--- config.mk ---
export PLATFORM = sky130hd
export DESIGN_NAME = iob_gpio_ssd
export DESIGN_NICKNAME = d
export VERILOG_FILES = /design/src/rtl/iob_gpio_ssd.sv
export SDC_FILE = /design/constraint.sdc
export NUM_CORES = 1
export LEC_CHECK = 0
export ABC_AREA = 1
export ABC_CLOCK_PERIOD_IN_PS = 2100
export BUFFER_PORTS_ARGS = -buffer_cell sky130_fd_sc_hd__buf_2
export CORE_UTILIZATION = 40
export DETAILED_ROUTE_END_ITERATION = 7
export SLEW_MARGIN = 10
export SYNTH_ARGS = -nofsm -noshare
export SYNTH_HDL_FRONTEND = slang
export SYNTH_SLANG_ARGS = --single-unit
export TNS_END_PERCENT = 50
--- constraint.sdc ---
create_clock -name clk -period 2.1 [get_ports clk]
set_input_delay 0.315 -clock clk [delete_from_list [all_inputs] [get_ports clk]]
set_output_delay 0.315 -clock clk [all_outputs]
set_load 0.05 [all_outputs]
--- src/rtl/iob_gpio_ssd.sv ---
// Multiplexed seven-segment scanner on the IOb native bus.
// CPU writes a staging copy of the digits; it is latched into the active copy at each frame wrap.
module iob_gpio_ssd #(
   parameter int DATA_W          = 32,
   parameter int ADDR_W          = 3,
   parameter int N_DIGITS        = 8,
   parameter int PRESC_W         = 16,
   parameter int GUARD_CYCLES    = 4,
   parameter int ANODE_ACT_LOW   = 1,
   parameter int CATHODE_ACT_LOW = 1
) (
   input  logic                  clk,
   input  logic                  rst,
   input  logic                  valid,
   input  logic [ADDR_W-1:0]     address,
   input  logic [DATA_W-1:0]     wdata,
   input  logic [DATA_W/8-1:0]   wstrb,
   output logic [DATA_W-1:0]     rdata,
   output logic                  ready,
   output logic [N_DIGITS-1:0]   anode_output,
   output logic [7:0]            cathode_output,
   output logic                  frame_irq
);

   localparam logic [7:0]        DIG_MSK  = 8'((1 << N_DIGITS) - 1);
   localparam logic              AN_INV   = (ANODE_ACT_LOW != 0);
   localparam logic              CA_INV   = (CATHODE_ACT_LOW != 0);
   localparam logic [2:0]        LAST_IDX = 3'(N_DIGITS - 1);
   localparam logic [ADDR_W-1:0] A_CTRL   = ADDR_W'(0);
   localparam logic [ADDR_W-1:0] A_PRESC  = ADDR_W'(1);
   localparam logic [ADDR_W-1:0] A_DLO    = ADDR_W'(2);
   localparam logic [ADDR_W-1:0] A_DHI    = ADDR_W'(3);
   localparam logic [ADDR_W-1:0] A_MASK   = ADDR_W'(4);
   localparam logic [ADDR_W-1:0] A_STAT   = ADDR_W'(5);

   typedef enum logic [1:0] {S_OFF, S_ON, S_GUARD} state_t;

   function automatic logic [6:0] hex7(input logic [3:0] n);
      case (n)
         4'h0: hex7 = 7'h3F;  4'h1: hex7 = 7'h06;  4'h2: hex7 = 7'h5B;  4'h3: hex7 = 7'h4F;
         4'h4: hex7 = 7'h66;  4'h5: hex7 = 7'h6D;  4'h6: hex7 = 7'h7D;  4'h7: hex7 = 7'h07;
         4'h8: hex7 = 7'h7F;  4'h9: hex7 = 7'h6F;  4'hA: hex7 = 7'h77;  4'hB: hex7 = 7'h7C;
         4'hC: hex7 = 7'h39;  4'hD: hex7 = 7'h5E;  4'hE: hex7 = 7'h79;  default: hex7 = 7'h71;
      endcase
   endfunction

   function automatic logic [DATA_W-1:0] merge_bytes(input logic [DATA_W-1:0] old_v,
                                                     input logic [DATA_W-1:0] new_v,
                                                     input logic [DATA_W/8-1:0] strb);
      merge_bytes = old_v;
      for (int b = 0; b < DATA_W/8; b++)
         if (strb[b]) merge_bytes[b*8 +: 8] = new_v[b*8 +: 8];
   endfunction

   logic                 en, hex, frame_done;
   logic [PRESC_W-1:0]   presc;
   logic [7:0][7:0]      dig_stg, dig_act, dig_rd;
   logic [7:0]           dp_stg, blank_stg, dp_act, blank_act;

   state_t               state, state_n;
   logic [PRESC_W-1:0]   cnt, cnt_n;
   logic [2:0]           idx, idx_n;
   logic                 load, wrap;

   logic                 acc, wr_en, rd_en;
   logic [DATA_W-1:0]    rd_val, wr_val;
   logic [N_DIGITS-1:0]  an_log;
   logic [7:0]           seg_log, cur_byte;

   assign acc    = valid & ~ready;
   assign wr_en  = acc & (|wstrb);
   assign rd_en  = acc & ~(|wstrb);
   assign wr_val = merge_bytes(rd_val, wdata, wstrb);

   always_comb begin
      for (int i = 0; i < 8; i++) dig_rd[i] = DIG_MSK[i] ? dig_stg[i] : 8'h00;
   end

   // Read view doubles as the base for byte-merged writes.
   always_comb begin
      rd_val = '0;
      case (address)
         A_CTRL:  rd_val[1:0]         = {hex, en};
         A_PRESC: rd_val[PRESC_W-1:0] = presc;
         A_DLO:   rd_val[31:0]        = dig_rd[3:0];
         A_DHI:   rd_val[31:0]        = dig_rd[7:4];
         A_MASK:  rd_val[15:0]        = {blank_stg & DIG_MSK, dp_stg & DIG_MSK};
         A_STAT:  begin
            rd_val[0]    = frame_done;
            rd_val[10:8] = idx;
         end
         default: rd_val = '0;
      endcase
   end

   always_comb begin
      state_n = state;
      cnt_n   = cnt;
      idx_n   = idx;
      load    = 1'b0;
      wrap    = 1'b0;
      case (state)
         S_OFF: begin
            idx_n = '0;
            if (en) begin
               state_n = S_ON;
               cnt_n   = presc;
               load    = 1'b1;
            end
         end
         S_ON: begin
            if (cnt == '0) begin
               state_n = S_GUARD;
               cnt_n   = PRESC_W'(GUARD_CYCLES - 1);
            end else cnt_n = cnt - 1'b1;
         end
         default: begin
            if (cnt == '0) begin
               state_n = S_ON;
               cnt_n   = presc;
               if (idx == LAST_IDX) begin
                  idx_n = '0;
                  wrap  = 1'b1;
                  load  = 1'b1;
               end else idx_n = idx + 1'b1;
            end else cnt_n = cnt - 1'b1;
         end
      endcase
      // Disable overrides everything, including a wrap due this cycle.
      if (!en) begin
         state_n = S_OFF;
         idx_n   = '0;
         load    = 1'b0;
         wrap    = 1'b0;
      end
   end

   always_comb begin
      an_log   = '0;
      seg_log  = '0;
      cur_byte = dig_act[idx];
      if (state == S_ON) begin
         an_log = N_DIGITS'(1) << idx;
         if (!blank_act[idx])
            seg_log = hex ? {dp_act[idx], hex7(cur_byte[3:0])} : (cur_byte | {dp_act[idx], 7'b0});
      end
   end

   always_ff @(posedge clk) begin
      if (!rst) begin
         state <= S_OFF;
         cnt   <= '0;
         idx   <= '0;
      end else begin
         state <= state_n;
         cnt   <= cnt_n;
         idx   <= idx_n;
      end
   end

   always_ff @(posedge clk) begin
      if (!rst) begin
         ready          <= 1'b0;
         rdata          <= '0;
         frame_irq      <= 1'b0;
         en             <= 1'b0;
         hex            <= 1'b0;
         presc          <= PRESC_W'(999);
         dig_stg        <= '0;
         dig_act        <= '0;
         dp_stg         <= '0;
         blank_stg      <= '0;
         dp_act         <= '0;
         blank_act      <= '0;
         frame_done     <= 1'b0;
         anode_output   <= {N_DIGITS{AN_INV}};
         cathode_output <= {8{CA_INV}};
      end else begin
         ready     <= acc;
         rdata     <= rd_en ? rd_val : '0;
         frame_irq <= wrap;
         if (wr_en) begin
            case (address)
               A_CTRL:  {hex, en}        <= wr_val[1:0];
               A_PRESC: presc            <= wr_val[PRESC_W-1:0];
               A_DLO:   dig_stg[3:0]     <= wr_val[31:0];
               A_DHI:   dig_stg[7:4]     <= wr_val[31:0];
               A_MASK:  {blank_stg, dp_stg} <= wr_val[15:0];
               default: ;
            endcase
         end
         // A wrap in the same cycle as a clear keeps the flag set.
         if (wrap) frame_done <= 1'b1;
         else if (wr_en && address == A_STAT && wstrb[0] && wdata[0]) frame_done <= 1'b0;
         if (load) begin
            dig_act   <= dig_stg;
            dp_act    <= dp_stg;
            blank_act <= blank_stg;
         end
         anode_output   <= an_log ^ {N_DIGITS{AN_INV}};
         cathode_output <= seg_log ^ {8{CA_INV}};
      end
   end

endmodule

==> flow_summary.toml <==
[synth]
synth_top_area_share_pct = 43.26
synth.mux.area_fraction_pct = 0
ys_seq_area_share_pct = 43.26
synth_largest_area_cell = "dfxtp_1"
synthTopCellsByArea = "dfxtp_1 (43%), nand2_1 (11%), a21oi_1 (9.0%), nand3_1 (8.0%), inv_1 (6.3%)"
synth_top_family_by_area = "simple AND/OR/NAND/NOR gates"
syn_inst = 1631
ys_types = 43
synthXorXnorAreaFrac_pct = 0.6814
yosys_warnings = 0
postSynth.asyncResetShare_pct = 0
synthesis.nets = 1687
ys_seq_elements = 250
synth_area_per_cell_um2 = 7.093
synth-simple-area-share_pct = 24.84
netlist_area_um2 = 11570
synth_compound_gate_area_share_pct = 18.08
synth-edff-count = 0
synth-adder-area-share_pct = 1.514
ys.flop_type = "dfxtp_1"

[sta]
tns_ns = 0
finalHoldViolCount = 0
clock_skew_ns = 0.02219
final.period_utilization_pct = 92.21
slew_headroom_pct = 61.70
fin_hold_ws_ns = 0.09966
fmax_mhz = 516.4
finalSetupViolCount = 0
drv_slew = 0
period_needed_ns = 1.936
tightest_slew_ns = 0.5736
fin_ws_ns = 0.1635
rsz0062_at_grt = "no"

[global_route]
overflow = 0
antenna_found_initial = 0
grt_start_max_net_pins = 69
grt_first_pass_wirelength_um = 56390
grt_pass1_vias = 10150
grt_usage_pct = 24.38

[detailed_routing]
drt-wirelength-per-cell_um = 16.86
firstDrtPassIters = 5
vias_per_cell = 5.242
drtIter0Drc = 936
wirelength_um = 35550
ant_nets = 0
wl_met1_um = 17080
dr_wl_met3_um = 2130
wl_met2_um = 15300
topRoutingLayerUsed = "met4"
via_count = 11060
drc = 0

[finish]
fin_nets = 1767
fill_cells = 2920
layout_commonest_cell = "nand2_1"
n_antenna_cell = 0
layout_common_cells = "nand2_1 (352), dfxtp_1 (248), a21oi_1 (209), inv_1 (193), nand3_1 (183)"
finalNonFillerCells = 2109
drive_gt1_share_pct = 13.29
syn2layout_area_growth_pct = 16.30

[power]
irDropWorstVdd_uv = 722.0
power_density_nw_per_um2 = 808.2
p_leak_nw = 5.876

[flow_run]
max_cap_violations = 0

[setup_path]
worst-setup-path-type = "reg2reg"
cp.required_ns = 2.58
critPathArrivalTime_ns = 2.42
worstSetupStartpointType = "flip-flop"
crit_fanout = 49
critPathCaptureType = "flip-flop"

[placement]
gp_congestion = 0.8767
pre_cts_ws_ns = 0.06697
placedCellCount = 2059
dp_hpwl_um = 25460
portBuffers = 91

[worst_hold_path]
min_path_type = "in2reg"

[clock_tree]
cts_root_buffer = "clkbuf_16"
cts.clk_slew.worst_paths_ns = 0.06
clk_latency_ns = 0.55
ctsLongestPathBuffers = 3
cts_buffers = 28
cts.htree.levels = 1
cts_tree = "yes"
cts.sinks = 250
cts_hold_buf = 0

[floorplan]
io_pins = 92
die_area_um2 = 29610
core_area_um2 = 28090
rows = 61
initial_core_util_pct = 41.19
die_h_um = 172.1
fp.dieW_um = 172.1

[status]
outcome = "complete, no violations"
==> routing by layer <==
metal,vias up,global-route usage [%]
li1,5467,-
met1,5175,35.46
met2,352,36.82
met3,62,3.273
met4,0,8.080
met5,-,0
==> per-stage QoR <==
step / cell area (µm²) / total power, mW / utilization (%)
global route: 13450 / 11.26 / 47.90
floorplan: 11570 / 5.563 / -
finish: 13450 / 10.87 / 47.90
detailed placement: 12470 / 5.838 / 44.40
global placement: 12470 / 5.829 / 44.40
CTS: 13430 / 10.94 / 47.82
==> path summary, 6_finish.rpt <==
check	start	endpoint	slack, ns	cells past startpoint
setup / recovery	cnt[6]	dig_act[53]	0.16	10
hold / removal	valid	ready	0.1	3
hold reg to reg	dig_act[15]	dig_act[15]	0.46	2
setup reg to reg	cnt[6]	dig_act[53]	0.16	10
==> power breakdown <==
part	leakage [nW]	switching, mW	internal, mW	total, mW
Clock	0.468	2.01	3.12	5.12
Sequential	2.02	0.0857	4.83	4.91
Combinational	3.38	0.564	0.275	0.838
==> cell usage after synthesis, types with 2 or more instances <==
| cell type | number |
|---|---|
| o22ai_1 | 18 |
| buf_8 | 9 |
| a22o_1 | 16 |
| buf_1 | 4 |
| nand2_2 | 5 |
| nor2_1 | 85 |
| o21a_1 | 7 |
| nand3b_1 | 4 |
| ha_1 | 14 |
| buf_4 | 8 |
| nand4_1 | 7 |
| o211ai_1 | 2 |
| nand2_4 | 2 |
| xnor2_1 | 3 |
| a21oi_1 | 209 |
| nand3_2 | 2 |
| nand2_1 | 353 |
| inv_1 | 194 |
| nand3_1 | 184 |
| a31oi_1 | 4 |
| dfxtp_1 | 250 |
| clkbuf_1 | 33 |
| or2_1 | 3 |
| buf_2 | 40 |
| nor2_2 | 7 |
| nor3_1 | 2 |
| o21ai_1 | 30 |
| o21bai_1 | 3 |
| clkinv_1 | 3 |
| inv_2 | 12 |
| o21ai_0 | 99 |
| nor2_4 | 3 |
| xor2_1 | 6 |
==> kinds of logic after synthesis <==
group	Yosys count
AO/OA/AOI/OAI	392
XOR/XNOR	9
adder cells (fa/ha/maj)	14
buffers and inverters	305
flip-flops	250
AND/OR/NAND/NOR	661
==> final cells by class <==
class	instances	area (µm²)	share of cell area (%)
clock buffers	40	795.8	5.915
clock inverters	10	163.9	1.218
inverters	210	793.3	5.896
multi-input cells	1076	5240	38.95
flip-flops and latches	250	5007	37.22
well taps	378	473.0	3.515
repair buffers	145	980.9	7.291
==> worst max-delay path, cell delays in order, from the launching register on <==
cell	delay, ns
dfxtp_1	0.33
nor2_1	0.21
nand2_1	0.15
nor2_2	0.11
nand2_2	0.09
nand2_4	0.12
nand2_2	0.09
inv_4	0.17
buf_16	0.23
nand3_1	0.17
a21oi_1	0.16
==> repair_timing <==
item                                    CTS  global route
endpoints found under the hold margin     0             0
buffers inserted                          0             0
endpoints found under the setup margin    0            24
resized for setup                         0             7
==> flip-flops by register name, indices dropped and copies added (netlist names), 2 cells and up <==
signal,count
dig_act,64
dig_rd,64
rdata,32
cnt,16
presc,16
anode_output,8
blank_act,8
blank_stg,8
cathode_output,8
dp_act,8
dp_stg,8
idx,3
state,2
(Power assumes the default switching activity.)
